[src/rtl/game_ctrl_pkg.sv]
// Shared definitions for the pong match sequencer: FSM state encodings and winner codes.
package game_ctrl_pkg;

    typedef enum logic [2:0] {
        ST_IDLE   = 3'd0,
        ST_SERVE  = 3'd1,
        ST_PLAY   = 3'd2,
        ST_POINT  = 3'd3,
        ST_OVER   = 3'd4,
        ST_PAUSED = 3'd5
    } state_t;

    localparam logic [1:0] WIN_NONE = 2'b00;
    localparam logic [1:0] WIN_P1   = 2'b01;
    localparam logic [1:0] WIN_P2   = 2'b10;

endpackage

[src/rtl/game_ctrl_rise_edge.sv]
// 1-bit rising-edge detector; the previous-value register resets to RST_VAL so a
// level held high through reset does not produce an edge.
module rise_edge #(
    parameter logic RST_VAL = 1'b1
) (
    input  logic clk,
    input  logic rst,
    input  logic din,
    output logic rise
);

    logic prev;

    always_ff @(posedge clk) begin
        if (rst) prev <= RST_VAL;
        else     prev <= din;
    end

    assign rise = din & ~prev;

endmodule

[src/rtl/game_ctrl.sv]
// Pong match sequencer: gates paddle/ball motion, serves, scores and declares a winner.
// Optional pause button and PAUSED state are built when PONG_PAUSE_EN is defined.
module game_ctrl
    import game_ctrl_pkg::*;
#(
    parameter int WIN_SCORE    = 9,
    parameter int SERVE_FRAMES = 60,
    parameter int POINT_FRAMES = 30,
    parameter int CNT_W        = 7
) (
    input  logic       clk,
    input  logic       rst,
    input  logic       frame_tick,
    input  logic       btn_start,
`ifdef PONG_PAUSE_EN
    input  logic       btn_pause,
`endif
    input  logic       miss_l,
    input  logic       miss_r,
    output logic       paddle_en,
    output logic       ball_en,
    output logic       ball_reset,
    output logic       serve_dir,
    output logic [3:0] score_p1,
    output logic [3:0] score_p2,
    output logic [1:0] winner,
    output logic [2:0] state
);

    localparam logic [3:0]       WIN_S    = 4'(WIN_SCORE);
    localparam logic [CNT_W-1:0] SERVE_LD = CNT_W'(SERVE_FRAMES);
    localparam logic [CNT_W-1:0] POINT_LD = CNT_W'(POINT_FRAMES);
    localparam logic [CNT_W-1:0] CNT_ONE  = CNT_W'(1);

    state_t           cur_state, nxt_state;
    logic [CNT_W-1:0] cnt_q, nxt_cnt;
    logic             nxt_paddle_en, nxt_ball_en, nxt_ball_reset, nxt_serve_dir;
    logic [3:0]       nxt_score_p1, nxt_score_p2;
    logic [1:0]       nxt_winner;
    logic             start_edge, pause_edge;
    logic             hit_p1, hit_p2, cnt_done;

    rise_edge #(.RST_VAL(1'b1)) u_start_edge (
        .clk  (clk),
        .rst  (rst),
        .din  (btn_start),
        .rise (start_edge)
    );

`ifdef PONG_PAUSE_EN
    state_t saved_state;

    rise_edge #(.RST_VAL(1'b1)) u_pause_edge (
        .clk  (clk),
        .rst  (rst),
        .din  (btn_pause),
        .rise (pause_edge)
    );

    always_ff @(posedge clk) begin
        if (rst)                                          saved_state <= ST_IDLE;
        else if (nxt_state == ST_PAUSED && cur_state != ST_PAUSED) saved_state <= cur_state;
    end
`else
    assign pause_edge = 1'b0;
`endif

    // cnt_done also covers cnt==0 so the countdown can never wrap.
    assign cnt_done = (cnt_q <= CNT_ONE);

    always_ff @(posedge clk) begin
        if (rst) begin
            cur_state  <= ST_IDLE;
            cnt_q      <= '0;
            paddle_en  <= 1'b0;
            ball_en    <= 1'b0;
            ball_reset <= 1'b0;
            serve_dir  <= 1'b0;
            score_p1   <= 4'd0;
            score_p2   <= 4'd0;
            winner     <= WIN_NONE;
        end else begin
            cur_state  <= nxt_state;
            cnt_q      <= nxt_cnt;
            paddle_en  <= nxt_paddle_en;
            ball_en    <= nxt_ball_en;
            ball_reset <= nxt_ball_reset;
            serve_dir  <= nxt_serve_dir;
            score_p1   <= nxt_score_p1;
            score_p2   <= nxt_score_p2;
            winner     <= nxt_winner;
        end
    end

    always_comb begin
        nxt_state = cur_state;
        hit_p1    = 1'b0;
        hit_p2    = 1'b0;
        case (cur_state)
            ST_IDLE:  if (start_edge) nxt_state = ST_SERVE;
            ST_SERVE: begin
                if (pause_edge)                  nxt_state = ST_PAUSED;
                else if (frame_tick && cnt_done) nxt_state = ST_PLAY;
            end
            ST_PLAY: begin
                // A miss outranks both the frame tick and a pause press.
                if (miss_l ^ miss_r) begin
                    hit_p1 = miss_r;
                    hit_p2 = miss_l;
                    if ((miss_r && (score_p1 + 4'd1 == WIN_S)) ||
                        (miss_l && (score_p2 + 4'd1 == WIN_S)))
                        nxt_state = ST_OVER;
                    else
                        nxt_state = ST_POINT;
                end else if (miss_l && miss_r) begin
                    nxt_state = ST_POINT;
                end else if (pause_edge) begin
                    nxt_state = ST_PAUSED;
                end
            end
            ST_POINT: if (frame_tick && cnt_done) nxt_state = ST_SERVE;
            ST_OVER:  if (start_edge) nxt_state = ST_IDLE;
`ifdef PONG_PAUSE_EN
            ST_PAUSED: if (pause_edge) nxt_state = saved_state;
`endif
            default:  nxt_state = ST_IDLE;
        endcase
    end

    always_comb begin
        nxt_cnt        = cnt_q;
        nxt_ball_reset = 1'b0;
        nxt_serve_dir  = serve_dir;
        nxt_score_p1   = score_p1;
        nxt_score_p2   = score_p2;
        nxt_winner     = winner;
        nxt_paddle_en  = (nxt_state == ST_SERVE) || (nxt_state == ST_PLAY) ||
                         (nxt_state == ST_POINT);
        nxt_ball_en    = (nxt_state == ST_PLAY);
        case (cur_state)
            ST_IDLE: if (nxt_state == ST_SERVE) begin
                nxt_score_p1   = 4'd0;
                nxt_score_p2   = 4'd0;
                nxt_winner     = WIN_NONE;
                nxt_ball_reset = 1'b1;
                nxt_cnt        = SERVE_LD;
            end
            ST_SERVE: if (nxt_state == ST_SERVE && frame_tick && cnt_q != '0)
                nxt_cnt = cnt_q - CNT_ONE;
            ST_PLAY: begin
                if (hit_p1) begin
                    if (score_p1 < WIN_S) nxt_score_p1 = score_p1 + 4'd1;
                    nxt_serve_dir = 1'b1;
                end
                if (hit_p2) begin
                    if (score_p2 < WIN_S) nxt_score_p2 = score_p2 + 4'd1;
                    nxt_serve_dir = 1'b0;
                end
                if (nxt_state == ST_OVER)  nxt_winner = hit_p1 ? WIN_P1 : WIN_P2;
                if (nxt_state == ST_POINT) nxt_cnt = POINT_LD;
            end
            ST_POINT: begin
                if (nxt_state == ST_SERVE) begin
                    nxt_ball_reset = 1'b1;
                    nxt_cnt        = SERVE_LD;
                end else if (frame_tick && cnt_q != '0) begin
                    nxt_cnt = cnt_q - CNT_ONE;
                end
            end
            default: ;
        endcase
    end

    assign state = cur_state;

endmodule

[config.mk]
export PLATFORM = sky130hd
export DESIGN_NAME = game_ctrl
export DESIGN_NICKNAME = d
export VERILOG_FILES = /design/src/rtl/game_ctrl_pkg.sv /design/src/rtl/game_ctrl_rise_edge.sv /design/src/rtl/game_ctrl.sv
export SDC_FILE = /design/constraint.sdc
export NUM_CORES = 1
export LEC_CHECK = 0
export CORE_UTILIZATION = 49
export CTS_CLUSTER_SIZE = 16
export DETAILED_ROUTE_END_ITERATION = 10
export HOLD_SLACK_MARGIN = 0.02
export PLACE_DENSITY_LB_ADDON = 0.3
export SETUP_SLACK_MARGIN = 0.1
export SYNTH_ARGS = -nofsm -noshare
export SYNTH_HDL_FRONTEND = slang
export SYNTH_SLANG_ARGS = --single-unit
[constraint.sdc]
create_clock -name clk -period 2.6 [get_ports clk]
set_clock_uncertainty 0.05 [all_clocks]
set_input_delay 0.52 -clock clk [delete_from_list [all_inputs] [get_ports clk]]
set_output_delay 0.52 -clock clk [all_outputs]
set_load 0.1 [all_outputs]
After elaboration in Yosys (flattened, before gate mapping)
Index checks and enable logic that the tools add are counted.

word-level totals
  output and inout bits = 17
  logic and storage cells = 93
  register bits = 25
  input port bits = 6
  memories = 0
  latch bits = 0
  RAM bits = 0
  memory bits (read-only) = 0

operators by class
  multiply operators = 0
  add/sub/neg operators = 3
  multiplexer cells = 32
  equality and inequality tests = 19
  reductions and logical operators = 22
  div/mod/pow operators = 0
  magnitude comparators = 3
  shifts and indexed selects = 0
  bitwise logic cells = 4

operator list
  cell                   count
  $mux W7                5
  $pmux W7 S4            1
  $mux W3                7
  $mux W4                5
  $ne A2 B2 Y1 const B   8
  $pmux W4 S2            2
  $pmux W3 S5            1
  $eq A3 B2 Y1 const B   4
  $add A4 B1 Y4 const B  2
  $eq A4 B4 Y1 const B   2
  $lt A4 B4 Y1 const B   2
  $reduce_and A4 Y1      2
  $le A7 B1 Y1 const B   1
  $logic_and A1 B1 Y1    7
  $mux W1                7
  $reduce_bool A7 Y1     1
  $sub A7 B1 Y7 const B  1
  $eq A3 B1 Y1 const B   2
  $eq A3 B3 Y1 const B   2
  $mux W2                3
  $reduce_and A5 Y1      1
  $pmux W2 S2            1
  $reduce_bool A2 Y1     2
  $reduce_bool A4 Y1     1
  other kinds (9)        13

Logic depth before layout (Yosys ltp)
  depth after elaboration = 12
  gate-level depth with buffers = 8
  gate-level depth less buffers = 7

Cells and area by module
A second synthesis with hierarchy kept.

unflattened totals
  cells, all modules = 178
  area total of the unflattened synthesis = 1,503.9 um^2

modules (own cells, without submodules)
  module     instances  area an instance (um^2)  cells an instance
  game_ctrl  1          1,471.4                  175
  rise_edge  1          32.5                     3

Least setup slack after synthesis
No wires, ideal clock.

  path type = flip-flop to flip-flop
  from = reg cur_state[0] (netlist: state[0])
  to = reg cnt_q[6]
  clock period less this slack = 2,687 ps
  required time = 2,475 ps
  path buffers = 1
  cell stages (with the launch flop) = 7
  arrival = 2,563 ps
  setup slack = -87 ps
  setup time = 75 ps
  cells stage by stage = dfxtp_1 -> buf_2 -> inv_2 -> nor2_1 -> o311ai_0 -> or4_1 -> a31oi_1

on the way
  cells in the longest elaborated chain, start to end = 8
  elaborated cells between the ends (all ways) = 24
  classes of those cells = eq/ne: 10; mux: 9; reduce/logical: 5

RTL lines
  what                                RTL line                                              source
  start: declaration                  game_ctrl.sv:35                                       state_t cur_state, nxt_state;
  start signal: assignment            game_ctrl.sv:83                                       cur_state <= nxt_state;
  $mux W3                             game_ctrl.sv:115                                      end else if (miss_l && miss_r) begin
  $mux W3                             game_ctrl.sv:107                                      if (miss_l ^ miss_r) begin
  $pmux W3 S5                         game_ctrl.sv:99                                       case (cur_state)
  $eq A3 B1 Y1                        game_ctrl.sv:141, game_ctrl.sv:148, game_ctrl.sv:163
  $logic_and A1 B1 Y1 (2 in series)   game_ctrl.sv:148                                      ST_SERVE: if (nxt_state == ST_SERVE && frame_tick && cnt_q != '0)
  $ne A2 B2 Y1 (no source line)       n/a
  $reduce_and A5 Y1 (no source line)  n/a
  end signal: assignment              game_ctrl.sv:84                                       cnt_q <= nxt_cnt;
  end: declaration                    game_ctrl.sv:36                                       logic [CNT_W-1:0] cnt_q, nxt_cnt;

Parallel ways exist; a longest one is shown, timed or not.
A chain may end at the register's enable or synchronous reset.

Worst setup path after layout
  from = in miss_l
  to = reg ball_en

on the way
  cells in the longest elaborated chain, start to end = 6
  elaborated cells between the ends (all ways) = 9
  classes of those cells = eq/ne: 1; mux: 4; bitwise: 1; reduce/logical: 3

RTL lines
  what                    RTL line          source
  start: declaration      game_ctrl.sv:18   input logic miss_l,
  $logic_and A1 B1 Y1     game_ctrl.sv:111  (miss_l && (score_p2 + 4'd1 == WIN_S)))
  $logic_or A1 B1 Y1      game_ctrl.sv:110  if ((miss_r && (score_p1 + 4'd1 == WIN_S)) ||
  $mux W3                 game_ctrl.sv:110
  $mux W3 *               game_ctrl.sv:107
  $pmux W3 S5 *           game_ctrl.sv:99
  $eq A3 B2 Y1 *          game_ctrl.sv:139  nxt_ball_en = (nxt_state == ST_PLAY);
  end signal: assignment  game_ctrl.sv:86   ball_en <= nxt_ball_en;
  end: declaration        game_ctrl.sv:21   output logic ball_en,

Every way passes the cells marked *; elsewhere a longest branch is shown, timed or not.

==> metrics.md <==
| Metric | Value |
|---|---|
| Run status | finished clean |
| Largest net degree at the start of global routing | 16 |
| Hold buffers post-CTS | 0 |
| Root Buffer | clkbuf_4 |
| Dpl hpwl | 3000 µm |
| Wire length per cell | 15.0 µm |
| FF-to-FF End | cnt_q[3] |
| Unique masters post-synth | 53 |
| Number of synthesized register bits | 25 |
| Ordered list of cells on the worst path | clkdlybuf4s50_1 > inv_1 > ha_1 > inv_1 > nand4_1 > o22a_1 > a21oi_1 > o2111a_1 |
| Dominant synthesized flop cell | dfxtp_1 |
| Synth Instances | 189 |
| Drt drc | 0 |
| Dpl cell area | 1870 µm² |
| Via count | 1485 |
| Final Cycle Share | 0.856 |
| Global-route wire length before repair | 6490 µm |
| # setup viols final | 0 |
| RR Startpoint | cnt_q[3] |
| R2R setup slack | 0.38 ns |
| Setup_tns | 0 ns |
| Synth area leader | dfxtp_1 |
| Tmin final | 2.22 ns |
| Die area | 3510 µm² |
| Chip width | 59.2 µm |
| Hold path start | score_p2[1] |
| Most common cell on crit path | inv_1 |
| Commonest cells after routing, fill and taps aside | nor2_1, buf_4, dfxtp_1, inv_1 |
| Pwr Density | 441 nW/µm² |
| Drt total wl | 3900 µm |
| Gates resized, CTS repair | 0 |
| Layout area overhead | 17.9% |
| IO buf count | 22 |
| Fillers | 297 |
| Reg2reg path depth | 5 |
| Clk Latency, worst-skew pair | 0.32 ns |
| Unrepaired setup endpoints after global routing | false |
| Initial Util | 0.522 |
| Layout cells sized above 1 | 0.213 |
| Register area share after synthesis | 0.312 |
| Routability cong. | 0.996 |
| Vias in the first global route | 1444 |
| Clock sink total | 25 |
| Initial antenna violation count | 0 |
| Worst EP required | 2.82 ns |
| Worst IR drop on VDD | 0.281 mV |
| Slowest CP cell | clkdlybuf4s50_1 |
| Final worst setup slack | 0.375 ns |
| Setup bufs post-CTS | 0 |
| Drt via density | 5.71 |
| Antenna diode instance count | 0 |
| Remaining antenna violation count after routing | 0 |
| Ys async rst share | 0 |
| Initial DRC count | 112 |
| Max H-tree Level | 1 |
| Synthesized area | 1610 µm² |
| Hold endpoint | score_p2[1] |
| Startpoint Class | input port |
| Max incr delay on CP | 0.48 ns |
| Max-cap violations | 0 |
| Boundary Pins | 23 |
| Total CTS buffers | 3 |
| GRT Residual Overflow | 0 |
| Lkg Pwr | 0.000795 µW |
| Share of the synthesized area in the top cell type | 0.312 |
| Syn_area_per_cell | 8.49 µm² |
| Hold Fails Final Rpt | 0 |
| Final #Nets | 235 |
| Die height | 59.2 µm |
| GR Util All Layers | 0.244 |
| Slew Viols, Final | 0 |
| Clock-pin transition on the worst setup and hold timing paths | 0.14 ns |
| Fmax | 450 MHz |
| Worst slack, placed | 0.0590 ns |
| Synth top area cells | dfxtp_1, ha_1, nor2_1 |
| Synth Net Count | 207 |
| Critical Path End Type | register |
| CP Class | in2reg |
| Area of the core | 3080 µm² |
| Pre-antenna DRT Iters | 4 |
| Num rows | 20 |
| Post-synth EDFFs | 0 |
| Max Root-Sink Buffers | 2 |
| Tot Pwr | 835 µW |
| Design Area, Final | 1890 µm² |
| Crit-path max FO | 7 |
| Syn. warnings | 0 |
| Rel. slew slack | 0.677 |
| CTS tree | built |
| Worst hold-check path type | reg2reg |
| Worst-Margin Slew | 0.484 ns |
| Crit path DAT | 2.45 ns |
| Hold depth | 2 |
critical path, delay by kind of cell:
family,cells,cell delay (ns)
adders and majority gates,1,0.28
buffers and inverters,3,0.62
and+or+nand+nor,1,0.13
AOI/OAI and AO/OA,3,0.90
synth_stat cells (2+ instances only):
| master | number |
|---|---|
| o211ai_1 | 4 |
| or4b_4 | 2 |
| o21ai_0 | 5 |
| xnor2_1 | 4 |
| o311ai_0 | 3 |
| nor2_1 | 25 |
| o21bai_1 | 2 |
| a211oi_1 | 2 |
| nand2_1 | 10 |
| o21ai_1 | 5 |
| clkbuf_1 | 4 |
| or3_1 | 2 |
| buf_2 | 2 |
| nand3_1 | 4 |
| nor3_1 | 3 |
| nand3b_1 | 2 |
| or4_1 | 2 |
| inv_1 | 16 |
| dfxtp_1 | 25 |
| mux2i_1 | 5 |
| o31ai_1 | 2 |
| a21oi_1 | 12 |
| nand2b_1 | 2 |
| o211a_1 | 2 |
| ha_1 | 12 |
| a31oi_1 | 2 |
| o221ai_1 | 2 |
| nand4_1 | 3 |
per-layer routing:
metal  wire (µm)  global-route usage
met5           0                   0
met4          48              0.0816
met3         138              0.0328
met2        1980               0.446
met1        1730               0.289
registers in the layout, summed over array words and instances (netlist names):
signal / count
u_start_edge.prev: 1
cnt_q: 7
ball_en: 1
score_p2: 4
winner: 2
serve_dir: 1
state: 3
score_p1: 4
paddle_en: 1
ball_reset: 1
metrics by stage:
stage                     cells  utilization  hold slack, ns
after floorplan             189            -           0.419
after global placement      256        0.606           0.436
after detailed placement    256        0.606           0.447
after CTS                   260        0.615           0.465
after global routing        260        0.615           0.504
final                       260        0.615           0.463
report_power, final:
group          internal, µW  leakage [µW]  switching [µW]  total, µW
logic                  87.5      0.000573             149        237
registers               401      0.000204            22.1        423
clock network          57.6     0.0000177             117        175
total                   546      0.000795             289        835
how the worst max path moves through the flow:
| stage | from | slack [ns] | cells past startpoint | endpoint |
|---|---|---|---|---|
| 5_1_grt | miss_l | 0.28 | 8 | cnt_q[6] |
| 2_1_floorplan | score_p1[1] | 0.11 | 7 | score_p1[1] |
| 4_1_cts | cnt_q[3] | 0.38 | 5 | cnt_q[3] |
| 3_3_place_gp | miss_l | 0.17 | 8 | ball_en |
| 3_5_place_dp | miss_l | 0.06 | 8 | ball_en |
| 6_report | miss_l | 0.38 | 8 | ball_en |
layout make-up:
| cell class | count | area, µm² | share of cell area |
|---|---|---|---|
| Timing Repair Buffer | 30 | 238 | 0.126 |
| Clock inverter | 1 | 5.00 | 0.00264 |
| Sequential cell | 25 | 504 | 0.266 |
| Tap cell | 44 | 55.1 | 0.0291 |
| Clock buffer | 3 | 22.5 | 0.0119 |
| Multi-Input combinational cell | 140 | 1000 | 0.531 |
| Inverter | 17 | 63.8 | 0.0337 |
logic make-up after synthesis:
| group | share of synthesized area |
|---|---|
| flops | 0.312 |
| buf+inv | 0.0624 |
| xor+xnor | 0.0273 |
| mux | 0.0382 |
| fa+ha+maj | 0.0935 |
| simple gates | 0.234 |
| compound gates | 0.233 |
(Power assumes the default switching activity.)
